==> src/rtl/pipe_writeback_regfile.sv <==
// Write-back end of the Y86-64 pipelined register file.
// Holds the W pipeline register, retires the instruction in W into a
// 15-entry register array through the E and M write ports, serves the two
// decode read ports, and tracks RUN/HALTED processor status.
module pipe_writeback_regfile #(
  parameter int DATA_W = 64,
  parameter int NREG   = 15
) (
  input  logic              clk,
  input  logic              rst_n,
  input  logic              W_stall,
  input  logic              W_bubble,
  input  logic [2:0]        m_stat,
  input  logic [3:0]        m_icode,
  input  logic [DATA_W-1:0] m_valE,
  input  logic [DATA_W-1:0] m_valM,
  input  logic [3:0]        m_dstE,
  input  logic [3:0]        m_dstM,
  input  logic [3:0]        srcA,
  input  logic [3:0]        srcB,
  output logic [DATA_W-1:0] d_rvalA,
  output logic [DATA_W-1:0] d_rvalB,
  output logic [2:0]        W_stat,
  output logic [3:0]        W_icode,
  output logic [DATA_W-1:0] W_valE,
  output logic [DATA_W-1:0] W_valM,
  output logic [3:0]        W_dstE,
  output logic [3:0]        W_dstM,
  output logic [2:0]        stat,
  output logic              halted,
  output logic [63:0]       retired
);

  localparam logic [3:0] RNONE    = 4'hF;
  localparam logic [3:0] I_NOP    = 4'h1;
  localparam logic [2:0] S_AOK    = 3'd1;
  localparam logic [2:0] S_HLT    = 3'd2;
  localparam logic [2:0] S_ADR    = 3'd3;
  localparam logic [2:0] S_INS    = 3'd4;
  localparam logic [0:0] ST_RUN   = 1'b0;
  localparam logic [0:0] ST_HALTED = 1'b1;

  // W pipeline register; w_bub_reg marks an inserted bubble so that a
  // genuine nop (same encoding) can still be counted as retired.
  logic [2:0]        w_stat_reg;
  logic [3:0]        w_icode_reg;
  logic [DATA_W-1:0] w_vale_reg;
  logic [DATA_W-1:0] w_valm_reg;
  logic [3:0]        w_dste_reg;
  logic [3:0]        w_dstm_reg;
  logic              w_bub_reg;

  logic [0:0]        state_reg;
  logic [2:0]        stat_reg;
  logic [63:0]       retired_reg;

  logic [DATA_W-1:0] rf_reg [NREG];

  logic              retire;
  logic              write_en;
  logic              halt_hit;
  logic [2:0]        halt_code;

  // The instruction in W retires on the first unstalled edge while running;
  // stall cycles therefore never repeat its writes or its count.
  assign retire   = (state_reg == ST_RUN) && !W_stall;
  assign write_en = retire && (w_stat_reg == S_AOK);
  assign halt_hit = retire && (w_stat_reg != S_AOK);

  // Any stat code outside HLT/ADR/INS is reported as an invalid instruction.
  always_comb begin
    halt_code = S_INS;
    if (w_stat_reg == S_HLT || w_stat_reg == S_ADR || w_stat_reg == S_INS)
      halt_code = w_stat_reg;
  end

  // W register: bubble beats stall; frozen entirely once halted.
  always_ff @(posedge clk) begin
    if (!rst_n) begin
      w_stat_reg  <= S_AOK;
      w_icode_reg <= I_NOP;
      w_vale_reg  <= '0;
      w_valm_reg  <= '0;
      w_dste_reg  <= RNONE;
      w_dstm_reg  <= RNONE;
      w_bub_reg   <= 1'b1;
    end else if (state_reg == ST_RUN) begin
      if (W_bubble) begin
        w_stat_reg  <= S_AOK;
        w_icode_reg <= I_NOP;
        w_vale_reg  <= '0;
        w_valm_reg  <= '0;
        w_dste_reg  <= RNONE;
        w_dstm_reg  <= RNONE;
        w_bub_reg   <= 1'b1;
      end else if (!W_stall) begin
        w_stat_reg  <= m_stat;
        w_icode_reg <= m_icode;
        w_vale_reg  <= m_valE;
        w_valm_reg  <= m_valM;
        w_dste_reg  <= m_dstE;
        w_dstm_reg  <= m_dstM;
        w_bub_reg   <= 1'b0;
      end
    end
  end

  // Register array: one flop bank per entry so reset can load the index.
  // When both ports target the same entry the M port wins (popq %rsp).
  generate
    for (genvar gi = 0; gi < NREG; gi++) begin : g_rf
      // Retire-edge update of entry gi from the W register contents.
      always_ff @(posedge clk) begin
        if (!rst_n)
          rf_reg[gi] <= DATA_W'(gi);
        else if (write_en && w_dstm_reg == 4'(gi))
          rf_reg[gi] <= w_valm_reg;
        else if (write_en && w_dste_reg == 4'(gi))
          rf_reg[gi] <= w_vale_reg;
      end
    end
  endgenerate

  // Status machine and retire counter.
  always_ff @(posedge clk) begin
    if (!rst_n) begin
      state_reg   <= ST_RUN;
      stat_reg    <= S_AOK;
      retired_reg <= '0;
    end else if (retire) begin
      if (!w_bub_reg)
        retired_reg <= retired_reg + 64'd1;
      if (halt_hit) begin
        state_reg <= ST_HALTED;
        stat_reg  <= halt_code;
      end
    end
  end

  // Decode read ports: plain array reads, RNONE returns zero.
  always_comb begin
    d_rvalA = '0;
    d_rvalB = '0;
    if (srcA != RNONE)
      d_rvalA = rf_reg[srcA];
    if (srcB != RNONE)
      d_rvalB = rf_reg[srcB];
  end

  assign W_stat  = w_stat_reg;
  assign W_icode = w_icode_reg;
  assign W_valE  = w_vale_reg;
  assign W_valM  = w_valm_reg;
  assign W_dstE  = w_dste_reg;
  assign W_dstM  = w_dstm_reg;
  assign stat    = stat_reg;
  assign halted  = (state_reg == ST_HALTED);
  assign retired = retired_reg;

endmodule

==> config.mk <==
export PLATFORM = sky130hd
export DESIGN_NAME = pipe_writeback_regfile
export DESIGN_NICKNAME = d
export VERILOG_FILES = /design/src/rtl/pipe_writeback_regfile.sv
export SDC_FILE = /design/constraint.sdc
export NUM_CORES = 2
export LEC_CHECK = 0
export CAP_MARGIN = 20
export CELL_PAD_IN_SITES_DETAIL_PLACEMENT = 0
export CELL_PAD_IN_SITES_GLOBAL_PLACEMENT = 1
export CORE_ASPECT_RATIO = 0.9
export CORE_MARGIN = 5
export CORE_UTILIZATION = 49
export CTS_CLUSTER_DIAMETER = 30
export DETAILED_ROUTE_END_ITERATION = 16
export PLACE_DENSITY_LB_ADDON = 0.1
export REMOVE_ABC_BUFFERS = 1
export SYNTH_ARGS = -nofsm -noshare
export SYNTH_HDL_FRONTEND = slang
export SYNTH_SLANG_ARGS = --single-unit
==> constraint.sdc <==
create_clock -name clk -period 5.25 [get_ports clk]
set_clock_uncertainty 0.05 [all_clocks]
set_input_delay 0.7875 -clock clk [delete_from_list [all_inputs] [get_ports clk]]
set_output_delay 0.7875 -clock clk [all_outputs]
set_load 0.05 [all_outputs]
# ---- Yosys cells after proc, flatten, opt, wreduce, memory -nomap -nowiden
# Memories as Yosys holds them, arrays and structs flattened.
# Index checks and enable logic that the tools add are counted.
dict set report word_totals {
  register_bits 212
  ramBits 960
  elab_cells 274
  n_memories 1
  in_bits 155
  output_inout_bits 339
}
dict set report classes {
  n_reduce_logical 41
  eq_ne 36
  muxes 153
  bitwise_logic 32
  add_sub_neg 1
}
# memory words width rd rd_ports_with_merged_regs write_ports line_no
set memory_table {}
lappend memory_table {rf_reg 15 64 2 0 15 57} ;# logic [DATA_W-1:0] rf_reg [NREG];
# op count
set ops {}
lappend ops {{$mux W64} 36}
lappend ops {{$mux W1} 108}
lappend ops {{$add A64 B1 Y64 const B} 1}
lappend ops {{$eq A4 B4 Y1 const B} 14}
lappend ops {{$logic_and A1 B1 Y1} 33}
lappend ops {{$eq A4 B3 Y1 const B} 8}
lappend ops {{$or A1 B1 Y1} 30}
lappend ops {{$mux W4} 6}
lappend ops {{$eq A4 B2 Y1 const B} 4}
lappend ops {{$mux W3} 3}
lappend ops {{$eq A4 B1 Y1 const B} 2}
lappend ops {{$logic_not A4 Y1} 2}
lappend ops {{$ne A4 B4 Y1 const B} 2}
lappend ops {{$eq A3 B2 Y1 const B} 2}
lappend ops {{$reduce_and A2 Y1} 3}
lappend ops {{$eq A3 B1 Y1 const B} 1}
lappend ops {{$eq A3 B3 Y1 const B} 1}
lappend ops {{$ne A3 B1 Y1 const B} 1}
lappend ops {{$logic_or A1 B1 Y1} 2}
lappend ops {{$ne A2 B1 Y1 const B} 1}
lappend ops {{$not A1 Y1} 2}
lappend ops {{$logic_not A1 Y1} 1}

# ---- Logic depth before layout (Yosys ltp)
dict set report logic_depth {
  depth_word 9
  mapped_depth 9
  ltp_nobuf 6
}

# ---- Least setup slack after synthesis
# OpenSTA, ideal clock, no wires.
dict set report synth_path {
  path_type {in2reg}
  startpoint {input port W_stall}
  endpoint {memory rf_reg[8][0] (enable)}
  path_buffers 4
  path_stages 9
  slack_ps 346
  setup_ps 847
  t_required_ps 4353
  arrival_ps 4007
  cell_sequence {buf_2 -> or2_2 -> clkbuf_1 -> nor4_1 -> nand2_1 -> and3_1 -> clkbuf_1 -> buf_1 -> nand3b_1}
}
# item line_no
set synth_rtl {}
lappend synth_rtl {{start, declared} 11} ;# input logic W_stall,
lappend synth_rtl {{end, declared} 57}

# ---- Worst setup path in the final report
dict set report layout_path {
  startpoint {input port srcA[0]}
  endpoint {output port d_rvalA[1]}
}
dict set report layout_between {
  elab_chain_len 2
  word_cells_on_any_way 3
  cone_classes {1 x eq/ne; 1 x mux; 1 x memory}
}
# item line_no
set layout_lines {}
lappend layout_lines {{start, declared} 19} ;# input logic [3:0] srcA,
lappend layout_lines {{$mem_v2 Z15 W64 / $ne A4 B4 Y1 (equally long branches)} -}
lappend layout_lines {{$mux W64 *} 144} ;# if (srcA != RNONE)
lappend layout_lines {{end, declared} 21} ;# output logic [DATA_W-1:0] d_rvalA,
# Mark *: on every way between the ends. The rest lies on a longest branch, timed or not.

==> impl_results.md <==
* Slew headroom at 0.266
* VDD IR-drop max at 0.289 mV
* Placed insts at 6257
* Leakage at 28.4 nW
* Detailed-route DRC error count at 0
* CTS clk-pin slew, worst paths at 0.04 ns
* Vias at 48445
* Core area at 127000 um^2
* Final Cycle Share at 0.851
* Arr. time, crit path at 3.63 ns
* Final min period at 4.47 ns
* CP required at 4.41 ns
* Fmax at 224 MHz
* Status: finished, final reports clean
* Non-filler instance count after layout at 6776
* Yosys cell types at 47
* Final HPWL DP at 142 mm
* # H-tree levels at 5
* Post-synth top area cell: edfxtp_1
* Routed len/inst at 36.2 um
* Final worst setup slack at 0.784 ns
* P&R area growth vs syn at 27.8%
* Worst setup EP type: primary output
* Metal-1 WL at 94.7 mm
* Port buffer count at 493
* Cell Rows at 124
* DR iter-0 viols at 6703
* Synthesized area at 62800 um^2
* Final number of max-transition violations at 0
* Layout Nets at 5011
* Cts hold-fix bufs at 0
* Cells on worst reg2reg path at 5
* Critical path launch point type: input port
* Clock root cell: clkbuf_16
* Met3 routed WL at 33.0 mm
* YS warnings at 0
* Max reg flops at 960
* GP Congestion at 0.846
* CTS tree: built
* Final setup vio count at 0
* Ys flop type: edfxtp_1
* Initial core utilization at 0.493
* Die Ht at 350 um
* Unrepaired setup endpoints after global routing: no
* Hold Violations, Final at 0
* Clock sink count at 1172
* Hold path cells at 2
* Detail Route Antenna Nets at 0
* Initial DRT Pass Iterations at 6
* Avg Cell Area, Syn at 13.8 um^2
* Clk_lat worst skew at 0.89 ns
* Total gr overflow at 0
* Total Routed Length at 245 mm
* Register area share after synthesis at 0.527
* Ratio of cells with drive above 1 in the final layout at 0.242
* Die ar. at 135000 um^2
* Top-area cell type share of the netlist area at 0.459
* Largest net degree at the start of global routing at 92
* Met2 WL at 108 mm
* CTS buffer count at 296
* PD cells at 394 nW/um^2
* Pre-CTS setup slack at 0.814 ns
* Worst-margin pin slew at 1.10 ns
* Number of global-route vias before repair at 48044
* Top-Level Pins at 494
* Max Cap Violations at 0
* Synth Register Bits at 1172
* Initial antenna violation count at 5
* Crit Path Class: in2out
* Post-CTS setup buffer count at 0
* Max Fanout on Critical Path at 30
* Mapped Cells at 4544
* Vias per cell at 7.15
* Post_cts resized at 0
* Max Used Layer: met5
* Die width at 387 um
* Async SR Flop Fraction at 0
* Top post-synthesis cells by area: edfxtp_1 46%, mux4_2 18%, a22o_1 13%
* Post-synth EDFFs at 960
* Bufs on Longest Clock Path at 4
* GRT Total Usage at 0.355
* Global-route wire length before repair at 350 mm
* Hold crit path type: in2reg
metrics by stage:
stage	setup TNS, ns	hold WS [ns]	total power [mW]	area [um^2]	util
global placement	0	0.406	13.9	70500	0.554
finish	0	0.362	31.6	80200	0.631
global route	0	0.353	32.4	80200	0.631
CTS	0	0.312	31.7	80200	0.631
floorplan	-615.93	0.448	12.5	60200	-
detailed placement	0	0.429	14.0	70500	0.554
final timing paths:
kind                from             to  slack [ns]
max reg2reg    W_stat[0]  rf_reg[6][50]        1.82
min                rst_n      W_dstM[2]        0.36
min reg2reg  retired[63]    retired[63]        0.43
max              srcA[0]     d_rvalA[1]        0.78
worst max-delay path: stages:
cell             delay [ns]
buf_8                  0.37
buf_4                  0.34
mux2i_1                0.11
o21ai_0                0.20
mux4_2                 0.27
nor2b_1                0.53
clkdlybuf4s50_1        0.93
kinds of logic (layout without fill, tap and decap cells):
group | Yosys count | after routing | share of synthesized area
xor gates and xnor gates | 41 | 41 | 0.00572
muxes | 645 | 645 | 0.205
adders and majority gates | 1 | 1 | 0.000199
and+or+nand+nor | 705 | 705 | 0.0552
other | 0 | 1 | 0
DFF | 1172 | 1172 | 0.527
buffers and inverters | 699 | 1229 | 0.0421
AOI/OAI and AO/OA | 1281 | 1281 | 0.165
metal layers:
| layer | global-route usage | up-vias |
|---|---|---|
| met5 | 0 | - |
| met4 | 0.134 | 4 |
| met3 | 0.109 | 663 |
| met2 | 0.525 | 3848 |
| met1 | 0.498 | 24747 |
| li1 | - | 19183 |
placed cells by master (no fill, tap or decap), types with 133 or more instances in the layout:
cell / synthesis / final
dfxtp_1: 212 / 212
edfxtp_1: 960 / 960
a22oi_1: 160 / 160
clkbuf_16: 0 / 307
mux4_2: 512 / 512
o21ai_0: 144 / 144
clkdlybuf4s50_1: 0 / 482
mux2i_1: 133 / 133
nand2_1: 193 / 191
nor2_1: 205 / 189
a22o_1: 932 / 932
nor2b_1: 133 / 133
where the power goes:
part | total, mW | switching [mW] | internal [mW] | leakage, nW
logic | 3.11 | 1.86 | 1.25 | 12.1
registers | 10.8 | 0.359 | 10.4 | 11.6
clock network | 17.8 | 5.52 | 12.2 | 4.73
total | 31.6 | 7.73 | 23.9 | 28.4
cell usage after synthesis, drive strengths merged, types with 16 or more instances:
cell,instances
nand3,31
mux4,512
a21oi,28
clkbuf,501
xor2,27
a22o,932
or3,19
o21ai,144
inv,16
and4,19
a22oi,160
dfxtp,212
nand2,193
nand4,34
edfxtp,960
buf,182
nor2,205
mux2i,133
nor2b,133
cell type report:
class	instances	area (um^2)
inverters	16	67.6
clock inverters	154	1660
diodes	1	2.50
flip-flops and latches	1172	33100
fillers	9297	47000
repair buffers	696	7830
multi-input cells	2673	27400
well taps	1701	2130
clock buffers	363	8040
Note: power is estimated with default switching activity, not from simulation.
